[src/rtl/riscv_mem_arb.sv]
// riscv_mem_arb: two-port (data/fetch) arbiter onto a single shared memory bus with timeout
module riscv_mem_arb #(
    parameter int XLEN    = 32,
    parameter int TIMEOUT = 255
) (
    input  logic            clk,
    input  logic            rst,
    input  logic            dmem_req,
    input  logic            dmem_we,
    input  logic [XLEN-1:0] dmem_adr,
    input  logic [XLEN-1:0] dmem_d,
    input  logic [2:0]      dmem_size,
    output logic            dmem_ack,
    output logic            dmem_err,
    output logic [XLEN-1:0] dmem_q,
    input  logic            imem_req,
    input  logic [XLEN-1:0] imem_adr,
    output logic            imem_ack,
    output logic            imem_err,
    output logic [XLEN-1:0] imem_q,
    output logic            bus_req,
    output logic            bus_we,
    output logic [XLEN-1:0] bus_adr,
    output logic [XLEN-1:0] bus_d,
    output logic [2:0]      bus_size,
    input  logic            bus_ack,
    input  logic            bus_err,
    input  logic [XLEN-1:0] bus_q,
    output logic            busy
);
    localparam int CW = $clog2(TIMEOUT + 1);
    typedef enum logic [1:0] {IDLE, GNT_D, GNT_I} state_t;
    state_t          r_state, w_next;
    logic            r_last_d;
    logic [CW-1:0]   r_cnt;
    logic            r_we;
    logic [XLEN-1:0] r_adr, r_d;
    logic [2:0]      r_size;
    logic            w_act, w_tout, w_done, w_gnt;
    // next-state selection and port/bus outputs; everything is forced quiet while rst is high
    always_comb begin
        w_act    = (r_state != IDLE) && !rst;
        w_tout   = w_act && !bus_ack && !bus_err && (r_cnt == CW'(TIMEOUT - 1));
        w_done   = w_act && (bus_ack || bus_err || w_tout);
        w_next   = r_state;
        if (r_state == IDLE)
            w_next = (dmem_req && imem_req) ? (r_last_d ? GNT_I : GNT_D) :
                     dmem_req ? GNT_D : imem_req ? GNT_I : IDLE;
        else if (w_done)
            w_next = IDLE;
        w_gnt    = (r_state == IDLE) && (w_next != IDLE);
        dmem_ack = w_act && (r_state == GNT_D) && bus_ack;
        dmem_err = w_act && (r_state == GNT_D) && !bus_ack && (bus_err || w_tout);
        dmem_q   = dmem_ack ? bus_q : '0;
        imem_ack = w_act && (r_state == GNT_I) && bus_ack;
        imem_err = w_act && (r_state == GNT_I) && !bus_ack && (bus_err || w_tout);
        imem_q   = imem_ack ? bus_q : '0;
        bus_req  = w_act;
        busy     = w_act;
        bus_we   = w_act && r_we;
        bus_adr  = w_act ? r_adr : '0;
        bus_d    = w_act ? r_d : '0;
        bus_size = w_act ? r_size : 3'b000;
    end
    // state register
    always_ff @(posedge clk) begin
        if (rst)
            r_state <= IDLE;
        else
            r_state <= w_next;
    end
    // capture winner's request on grant, track fairness and wait cycles, clear on completion
    always_ff @(posedge clk) begin
        if (rst) begin
            r_last_d <= 1'b0;
            r_cnt    <= '0;
            r_we     <= 1'b0;
            r_adr    <= '0;
            r_d      <= '0;
            r_size   <= 3'b000;
        end else if (w_gnt) begin
            r_cnt    <= '0;
            r_we     <= (w_next == GNT_D) && dmem_we;
            r_adr    <= (w_next == GNT_D) ? dmem_adr : imem_adr;
            r_d      <= (w_next == GNT_D) ? dmem_d : '0;
            r_size   <= (w_next == GNT_D) ? dmem_size : 3'b010;
        end else if (w_done) begin
            r_last_d <= (r_state == GNT_D);
            r_cnt    <= '0;
            r_we     <= 1'b0;
            r_adr    <= '0;
            r_d      <= '0;
            r_size   <= 3'b000;
        end else if (r_state != IDLE) begin
            r_cnt    <= r_cnt + 1'b1;
        end
    end
endmodule

[config.mk]
export PLATFORM = sky130hd
export DESIGN_NAME = riscv_mem_arb
export DESIGN_NICKNAME = d
export VERILOG_FILES = /design/src/rtl/riscv_mem_arb.sv
export SDC_FILE = /design/constraint.sdc
export NUM_CORES = 1
export LEC_CHECK = 0
export CORE_AREA = 2 2 107 109
export CTS_CLUSTER_SIZE = 28
export DETAILED_ROUTE_END_ITERATION = 16
export DIE_AREA = 0 0 109 111
export GPL_ROUTABILITY_DRIVEN = 0
export PLACE_DENSITY = 0.84
export SLEW_MARGIN = 20
export SYNTH_ARGS = -nofsm -noshare
export SYNTH_HDL_FRONTEND = slang
export SYNTH_SLANG_ARGS = --single-unit
[constraint.sdc]
create_clock -name clk -period 5.3 [get_ports clk]
set_input_delay 1.325 -clock clk [delete_from_list [all_inputs] [get_ports clk]]
set_output_delay 1.325 -clock clk [all_outputs]
set_load 0.005 [all_outputs]
==> results_dict.tcl <==
set metrics [dict create \
    drt_iter0_drc 196 \
    whs_endpoint "r_adr[16]" \
    fill_cells 939 \
    synth_warnings 0 \
    holdPathStages 2 \
    maxCapViolations 0 \
    cts.sinks 79 \
    p_per_area_nw_per_um2 226 \
    avgSynthCellArea_um2 8.70 \
    combPwrFrac_pct 18.1 \
    synth_largest_area_cell "dfxtp_1" \
    dpl.hpwl_um 10400 \
    cts_made_buffers 9 \
    ys_ff_latch 79 \
    setup_viol 0 \
    ys_seq_area_share_pct 41.1 \
    arrival_ns 3.18 \
    initial_core_util_pct 34.7 \
    vias 4114 \
    p_int_mw 1.18 \
    yosysMostFrequentCell "and2_1" \
    cp_cell_sequence "clkdlybuf4s50_1, nand2b_1, nor2_1, buf_4, and2_1, clkdlybuf4s50_1" \
    timing.final.crit_share_pct 84.9 \
    die_w_um 109 \
    grtUsageTotal_pct 21.6 \
    cts_buffer_depth 2 \
    reg2reg_depth 5 \
    grt_pass1_vias 4080 \
    power_mw 1.56 \
    diodes 0 \
    clock-skew-final_ns 0.00484 \
    synth.area.top_cells "dfxtp_1 (41%), and2_1 (16%), a22oi_1 (6.4%), a22o_2 (6.0%), nor3_1 (4.3%)" \
    synth_area_um2 3850 \
    grt_antenna_before_repair 0 \
    swShare_pct 24.6 \
    clkPwrFrac_pct 40.2 \
    core_um2 11100 \
    post_cts_resize_count 0 \
    grt_pass1_wl_um 20700 \
    pwr-share-seq_pct 41.7 \
    fp.dieH_um 111 \
    period_needed_ns 4.50 \
    path_max_fanout 33 \
    synth_nets 582 \
    htree_num_levels 3 \
    netlist_instances 442 \
    synthDominantCellAreaShare_pct 41.1 \
    timing_max_transition_violations_final 0 \
    first_pass_iters 4 \
    synthTopCellsByCount "and2_1 (99), dfxtp_1 (79), inv_1 (35)" \
    status "completed" \
    rsz0062_at_grt "no" \
    leakagePower_nw 2.55 \
    path_clk_slew_ns 0.06 \
    wirelength_um 13500 \
    nets 835 \
    tns_ns 0 \
    io_buffers 275 \
    via_per_inst 4.88 \
    cp-end-kind "primary output" \
    worst-r2r-setup-slack_ns 2.90 \
    wire_per_inst_um 16.0 \
    grt_max_degree 42 \
    drtAntennaViolNets 0 \
    drive_gt1_share_pct 8.29 \
    ir_worst_vdd_mv 0.127 \
    fp-row-count 39 \
    crit-reg2reg-launch "r_state[1]" \
    die-area_um2 12100 \
    critPathMaxStageDelay_ns 0.53 \
    max_freq_mhz 222 \
    r2r_end "r_d[28]" \
    post_cts_buffers 0 \
    holdBufCountCts 0 \
    finalHoldViolCount 0 \
    cts_root_buf "clkbuf_16" \
    synth_edf_count 0 \
    clock_latency_ns 0.33 \
    cp_slowest_cell "clkdlybuf4s50_1" \
    required_ns 3.97 \
    area_delta_synth_final_pct 80.2 \
    worst_pin_slew_ns 0.924 \
    cp_common_cell "clkdlybuf4s50_1" \
    worstSetupPathType "in2out" \
    drc_errors 0 \
    cp-start-kind "input port" \
    p_sw_mw 0.385 \
    cts_tree "yes" \
    gr-total-overflow 0 \
    ys.flop_type "dfxtp_1" \
    hold_class "reg2reg" \
    pin_count 276 \
    hold_path_startpoint "r_adr[16]" \
    slew_headroom_pct 38.2 \
    synthArstFlopShare_pct 0 \
    synth_cell_types 37 \
]
[registers in the layout, indices dropped and copies added, names as in the netlist]
| name | count |
|---|---|
| r_adr | 32 |
| r_d | 32 |
| r_cnt | 8 |
| r_size | 3 |
| r_state | 2 |
| r_last_d | 1 |
| r_we | 1 |
[how the worst max path moves through the flow]
stage / start / to / slack, ns / cells past startpoint
after floorplan: rst / dmem_q[22] / 1.90 / 4
after global placement: rst / bus_d[20] / 0.68 / 4
after detailed placement: rst / bus_d[12] / 0.53 / 4
after CTS: rst / bus_d[12] / 0.51 / 4
after global routing: rst / imem_q[20] / 0.71 / 6
final: rst / imem_q[20] / 0.80 / 6
[kinds of logic after synthesis]
| family | Yosys count | synth area share, % |
|---|---|---|
| fa+ha+maj | 2 | 0.650 |
| flops | 79 | 41.1 |
| simple gates | 168 | 25.2 |
| buf+inv | 73 | 8.65 |
| compound gates | 113 | 22.8 |
| xor+xnor | 7 | 1.59 |
[final cells by class]
cell class                 count  area [um^2]  share of cell area [%]
clock inverter                 6         67.6                   0.974
inverter                      35          131                    1.89
sequential                    79         1580                    22.8
clock buffer                  10          239                    3.45
timing repair buffer         280         2790                    40.2
multi-input combinational    290         1950                    28.1
tap                          143          179                    2.58
[cells in the final DEF, fill, tap and decap left out, types with 2 or more instances in the layout]
cell type / count
nand4_1: 3
ha_1: 2
nand2_1: 2
clkinvlp_4: 2
xnor2_1: 2
nor2_1: 18
o21ai_1: 26
inv_1: 35
o21ai_2: 6
a211oi_1: 2
clkdlybuf4s50_1: 275
a22o_1: 12
nor3_1: 33
dfxtp_1: 79
nand2b_1: 3
buf_4: 5
xor2_1: 5
o21ai_0: 3
and4b_2: 2
a32oi_1: 2
and2_1: 99
a22oi_1: 33
a22o_2: 23
clkbuf_16: 9
[power by group through the flow]
stage,Clock [mW],Combinational [mW],Sequential [mW]
after floorplan,0,0.123,0.657
after global placement,0,0.273,0.663
after detailed placement,0,0.281,0.664
after CTS,0.642,0.283,0.651
after global routing,0.667,0.307,0.655
final,0.630,0.283,0.652
[layer usage]
| layer | part of all wire [%] | GRT usage [%] | vias up |
|---|---|---|---|
| met5 | 0 | 0 | - |
| met4 | 2.3 | 6.58 | 0 |
| met3 | 7.1 | 5.53 | 33 |
| met2 | 49 | 36.4 | 155 |
| met1 | 41 | 26.7 | 1902 |
| li1 | - | - | 2024 |
[through the flow]
stage	setup slack [ns]	hold slack (ns)	cell area (um^2)	util [%]	std cells
after floorplan	1.90	0.438	3850	-	442
after global placement	0.685	0.454	6620	59.8	827
after detailed placement	0.530	0.457	6620	59.8	827
after CTS	0.506	0.467	6930	62.5	843
after global routing	0.708	0.484	6930	62.6	843
final	0.798	0.464	6930	62.6	843
[critical path, delay by kind of cell]
family / cells / cell delay [ns]
buffers and inverters: 3 / 1.30
AND/OR/NAND/NOR: 3 / 0.54
No activity file was read; power rests on OpenSTA's default activity.
